<file path="src/rtl/char_power.sv">
// Character power-state controller: tracks small/big/grow/shrink/invulnerable/dead
// and decodes hitbox height, flashing, physics freeze and score/bounce pulses.
module char_power #(
  parameter int unsigned GROW_FRAMES   = 24,
  parameter int unsigned INVULN_FRAMES = 120
) (
  input  logic       sys_clk,
  input  logic       RST,
  input  logic       frame_tick,
  input  logic       touch_g_ms,
  input  logic       touch_enemy,
  input  logic       stomp,
  output logic       char_big,
  output logic [9:0] char_h,
  output logic       grow_anim,
  output logic       flash,
  output logic       freeze,
  output logic       dead,
  output logic       bounce,
  output logic       score_add
);

  localparam logic [2:0] SMALL  = 3'd0;
  localparam logic [2:0] GROW   = 3'd1;
  localparam logic [2:0] BIG    = 3'd2;
  localparam logic [2:0] SHRINK = 3'd3;
  localparam logic [2:0] INVULN = 3'd4;
  localparam logic [2:0] DEAD   = 3'd5;

  localparam logic [7:0] GROW_CNT   = 8'(GROW_FRAMES);
  localparam logic [7:0] INVULN_CNT = 8'(INVULN_FRAMES);
  localparam logic [9:0] H_SMALL    = 10'd12;
  localparam logic [9:0] H_BIG      = 10'd24;

  logic [2:0] state, state_nx;
  logic [7:0] cnt, cnt_nx;
  logic       bounce_nx, score_nx;
  logic       hit, tick_end;

  // stomp masks side contact in the same cycle
  assign hit      = touch_enemy && !stomp;
  assign tick_end = frame_tick && (cnt == 8'd1);

  always_comb begin
    state_nx  = state;
    cnt_nx    = cnt;
    bounce_nx = 1'b0;
    score_nx  = 1'b0;
    case (state)
      SMALL: begin
        if (hit) begin
          state_nx = DEAD;
        end else if (touch_g_ms) begin
          state_nx = GROW;
          cnt_nx   = GROW_CNT;
          score_nx = 1'b1;
        end else if (stomp) begin
          bounce_nx = 1'b1;
        end
      end
      GROW, SHRINK: begin
        if (tick_end) begin
          if (state == GROW) begin
            state_nx = BIG;
          end else begin
            state_nx = INVULN;
            cnt_nx   = INVULN_CNT;
          end
        end else if (frame_tick) begin
          cnt_nx = cnt - 8'd1;
        end
      end
      BIG: begin
        bounce_nx = stomp;
        if (hit) begin
          state_nx = SHRINK;
          cnt_nx   = GROW_CNT;
        end else if (touch_g_ms) begin
          score_nx = 1'b1;
        end
      end
      INVULN: begin
        bounce_nx = stomp;
        if (touch_g_ms) begin
          state_nx = GROW;
          cnt_nx   = GROW_CNT;
          score_nx = 1'b1;
        end else if (tick_end) begin
          state_nx = SMALL;
        end else if (frame_tick) begin
          cnt_nx = cnt - 8'd1;
        end
      end
      DEAD: begin
        state_nx = DEAD;
      end
      default: begin
        state_nx = SMALL;
      end
    endcase
  end

  always_ff @(posedge sys_clk) begin
    if (RST) begin
      state     <= SMALL;
      cnt       <= '0;
      bounce    <= 1'b0;
      score_add <= 1'b0;
    end else begin
      state     <= state_nx;
      cnt       <= cnt_nx;
      bounce    <= bounce_nx;
      score_add <= score_nx;
    end
  end

  always_comb begin
    char_big  = 1'b0;
    char_h    = H_SMALL;
    grow_anim = 1'b0;
    flash     = 1'b1;
    freeze    = 1'b0;
    dead      = 1'b0;
    case (state)
      GROW: begin
        char_big  = 1'b1;
        char_h    = cnt[2] ? H_BIG : H_SMALL;
        grow_anim = 1'b1;
        freeze    = 1'b1;
      end
      BIG: begin
        char_big = 1'b1;
        char_h   = H_BIG;
      end
      SHRINK: begin
        char_h    = cnt[2] ? H_BIG : H_SMALL;
        grow_anim = 1'b1;
        freeze    = 1'b1;
      end
      INVULN: begin
        flash = cnt[1];
      end
      DEAD: begin
        freeze = 1'b1;
        dead   = 1'b1;
      end
      default: begin
      end
    endcase
  end

endmodule

</file>
<file path="config.mk">
export PLATFORM = sky130hd
export DESIGN_NAME = char_power
export DESIGN_NICKNAME = d
export VERILOG_FILES = /design/src/rtl/char_power.sv
export SDC_FILE = /design/constraint.sdc
export NUM_CORES = 1
export LEC_CHECK = 0
export ABC_AREA = 1
export CORE_UTILIZATION = 53
export CTS_CLUSTER_DIAMETER = 120
export CTS_CLUSTER_SIZE = 14
export DETAILED_ROUTE_END_ITERATION = 7
export GPL_ROUTABILITY_DRIVEN = 0
export PLACE_DENSITY = 0.93
export SLEW_MARGIN = 10
export SYNTH_ARGS = -nofsm -noshare
export SYNTH_HDL_FRONTEND = slang
export SYNTH_SLANG_ARGS = --single-unit
</file>
<file path="constraint.sdc">
create_clock -name sys_clk -period 3.2 [get_ports sys_clk]
set_input_delay 0.32 -clock sys_clk [delete_from_list [all_inputs] [get_ports sys_clk]]
set_output_delay 0.32 -clock sys_clk [all_outputs]
set_load 0.05 [all_outputs]
</file>
## After elaboration in Yosys (flattened, before gate mapping)

Cells that the tools add are included.

- Bits in registers: 13
- Bits of input ports: 6
- Output and inout port bits: 17
- Word-level logic and storage cells: 62

- $add $sub $neg: 1
- Equality and inequality tests: 14
- Multiplexer cells: 31
- Reduce and logical (&&, ||, !) cells: 12

Operators by type and width:

| kind | count |
|---|---|
| 2-to-1 mux 8 bit | 8 |
| case mux 8 bit (4 select lines) | 1 |
| 2-to-1 mux 3 bit | 7 |
| case mux 3 bit (5 select lines) | 1 |
| != test 3 bit, second input constant | 4 |
| 2-to-1 mux 1 bit | 10 |
| case mux 5 bit (2 select lines) | 1 |
| == test 8 x 1 -> 1 bit, second input constant | 1 |
| OR reduction 2 bit | 4 |
| subtractor 8 x 1 -> 8 bit, second input constant | 1 |
| == test 3 x 2 -> 1 bit, second input constant | 2 |
| == test 3 bit, second input constant | 2 |
| != test 2 bit, second input constant | 3 |
| AND reduction 6 bit | 1 |
| 2-to-1 mux 5 bit | 1 |
| case mux 1 bit (2 select lines) | 2 |
| AND reduction 4 bit | 1 |
| nonzero test 4 bit | 1 |
| == test 3 x 1 -> 1 bit, second input constant | 1 |
| logical NOT 3 bit | 1 |
| OR reduction 3 bit | 1 |
| logical AND 1 bit | 2 |
| != test 2 x 1 -> 1 bit, second input constant | 1 |
| logical NOT 1 bit | 1 |

## Logic depth before layout (Yosys ltp)

- Depth after elaboration: 5
- Gate-level depth with buffers: 10
- Depth with buffers taken out: 10

## Worst setup path after synthesis

No wires, ideal clock.

- Kind: register to output
- Start: register state[0]
- End: output char_h[2]
- Arrival: 2.685 ns
- Required time: 2.880 ns
- Slack: 0.195 ns
- Cell stages (with the launch flop): 6
- Buffers on the path: 0
- Cells stage by stage: dfxtp_1 inv_2 nor2_4 inv_1 o21ai_0 inv_1

- Word-level cells in the longest chain between the ends: 3
- Elaborated cells between the ends (all ways): 5
- Classes of those cells: eq/ne (3); mux (1); reduce/logical (1)

Ends and longest elaborated chain:

| item | line | source |
|---|---|---|
| from (decl) | 35 | `logic [2:0] state, state_nx;` |
| from (signal assigned) | 110 | `state <= state_nx;` |
| == test 3 x 1 -> 1 bit or == test 3 x 2 -> 1 bit (tied branches) | 124 | `case (state)` |
| OR reduction 2 bit (no line) | n/a |  |
| case mux 5 bit (2 select lines) (*) | 124 |  |
| to (decl) | 14 | `output logic [9:0] char_h,` |

Mark *: on every way between the ends. The rest lies on a longest branch, timed or not.

## Worst setup path after layout

- Start: register state[0]
- End: output char_h[4]

The elaborated chain is that of the path after synthesis.

==> flow_metrics.tcl <==
set metrics [dict create \
    p_per_area_nw_per_um2 1120 \
    synth_area_leader_cell "dfxtp_1" \
    clk_pin_slew_worst_paths_ns 0.08 \
    vias_per_cell 5.22 \
    post-place-cells 207 \
    cts_resized 0 \
    use_met3 0.0392 \
    p_sw_frac 0.582 \
    cts.sinks 13 \
    pwr-share-clk 0.077 \
    p_leak_nw 0.573 \
    busiest_layer "met2" \
    cts_root_buf "clkbuf_4" \
    grtUsageTotal 0.257 \
    cp.arrival_ns 2.09 \
    die_w_um 46.6 \
    gr-total-overflow 0 \
    die-area_um2 2170 \
    nFillCells 186 \
    grt_start_max_net_pins 9 \
    clock_latency_ns 0.27 \
    synth_seq_area_share 0.247 \
    drc 0 \
    instances_no_fill 211 \
    clock_path_buffers 2 \
    antenna_found_initial 0 \
    final-setup-viol-count 0 \
    dp_hpwl_um 1970 \
    p_switching_uw 785 \
    vias 1101 \
    start_util 0.584 \
    final_max_slew_viol_count 0 \
    outcome "completed" \
    wl_per_cell_um 11.5 \
    slew_headroom 0.650 \
    die_h_um 46.6 \
    drt-total-wl_um 2420 \
    ys_types 29 \
    synth_area_leaders "dfxtp_1, nand2_1, nor2_1" \
    avgSynthCellArea_um2 6.12 \
    syn_to_final_growth_pct 14.4 \
    core_um2 1800 \
    netlist_area_um2 1050 \
    antenna_cells 0 \
    synth_cells 172 \
    fin_crit_sh 0.753 \
    grt_pass1_vias 967 \
    postCtsHoldBufs 0 \
    drive_gt1_frac 0.108 \
    yosysWarnings 0 \
    p_int_uw 564 \
    cp-end-kind "primary output" \
    grt_pass1_wl_um 3970 \
    synth_top_area_frac 0.247 \
    drt_first_iter_violations 24 \
    ys_ff_latch 13 \
    crit_required_ns 2.88 \
    cts_tree "done" \
    fin_tns_setup_ns 0 \
    startpoint_type "register" \
    met2_usage 0.464 \
    worst_pin_slew_ns 0.523 \
    h-tree-depth 1 \
    cts_made_buffers 3 \
    period_needed_ns 2.41 \
    clock.fmax_mhz 415 \
    finalNetCount 195 \
    final_core_utilization 0.668 \
    skew_ns 0.00154 \
    worstPathMaxFanout 7 \
    report.final.hold_viol_count 0 \
    firstDrtPassIters 4 \
    p_seq_frac 0.212 \
    final_antenna_net_count 0 \
    worstHoldPathType "reg2reg" \
    grt.met1_usage 0.301 \
    rrSetupSlack_ns 1.59 \
    ir_drop_v 0.000826 \
    power_frac_comb 0.711 \
    cts_setup_buffers 0 \
    cap_violations 0 \
    rows 15 \
    pin_count 23 \
    portBuffers 14 \
    rsz0062_at_grt "false" \
    crit_type "reg2out" \
]
-- critical path, stage by stage, from the launching register on --
cell and delay, ns:
dfxtp_1 0.43, inv_2 0.06, nor2_4 0.15, inv_1 0.12, o21ai_0 0.21, clkdlybuf4s50_1 0.84
-- power by group through the flow --
stage | Sequential (mW) | Combinational, mW | Clock (mW)
CTS | 0.284 | 0.959 | 0.106
global route | 0.291 | 1.06 | 0.115
global placement | 0.282 | 0.924 | 0
floorplan | 0.294 | 0.722 | 0
detailed placement | 0.287 | 0.955 | 0
finish | 0.286 | 0.960 | 0.103
-- area by class of cell --
class	instances	area (um^2)	share of cell area
multi-input combinational	132	657	0.546
tap	25	31.3	0.0260
inverter	23	88.8	0.0738
timing repair buffer	14	140	0.116
sequential	13	260	0.216
clock buffer	4	26.3	0.0218
-- layout by cell type (no fill, tap or decap), types with 3 or more instances in the layout --
master,instances
o21ai_0,3
inv_1,21
clkdlybuf4s50_1,14
nand2_2,7
o21ai_1,4
nand3_1,15
conb_1,8
nor2_1,25
nor2_4,3
dfxtp_1,13
nand2_1,43
clkbuf_4,3
nand4_1,3
a21oi_1,4
-- final timing paths --
path,start,end,cells past startpoint
worst max-delay path,state[0],char_h[4],5
worst min-delay path,cnt[1],cnt[1],2
worst max register to register,cnt[0],state[0],9
worst min register to register,cnt[1],cnt[1],2
-- per-stage QoR --
stage	instance area, um^2	hold WS [ns]	power (mW)	setup WS [ns]
final	1200	0.532	1.35	0.789
after CTS	1200	0.530	1.35	0.786
after global routing	1200	0.557	1.46	0.665
after detailed placement	1180	0.511	1.24	1.09
after global placement	1180	0.501	1.21	1.14
after floorplan	1070	0.461	1.02	0.195
-- synthesized netlist by cell type --
cell type and count:
inv_2 1, nor3_1 2, nand2_4 1, conb_1 2
nand2_2 7, nor2_2 1, a21boi_0 2, o21ai_0 3
buf_4 8, inv_4 1, nor2_4 3, nand3_4 1
a31oi_1 2, a211oi_1 1, o211ai_1 1, buf_1 1
nand4_1 3, a21oi_2 2, o21ai_1 4, nor2_1 25
a21oi_1 4, or2_1 1, nand3_1 15, dfxtp_1 13
nand2_1 43, ha_1 2, buf_2 1, inv_1 21
xor2_1 1
-- flip-flops by register name, indices dropped and copies added (netlist names) --
signal / cells
bounce: 1
score_add: 1
state: 3
cnt: 8
-- per-layer routing --
metal | vias to the layer above | wire, um
li1 | 557 | -
met2 | 32 | 1280
met4 | 0 | 14
met5 | - | 0
met1 | 510 | 1020
met3 | 2 | 109
-- cell families after synthesis --
group                    count (synthesis)  share of synthesized area
XOR/XNOR                                 1                    0.00832
flip-flops                              13                      0.247
AND/OR/NAND/NOR                        102                      0.454
other                                    2                    0.00714
adder cells (fa/ha/maj)                  2                     0.0238
buffers and inverters                   33                      0.150
AO/OA/AOI/OAI                           19                      0.109
Note: power is estimated with default switching activity, not from simulation.
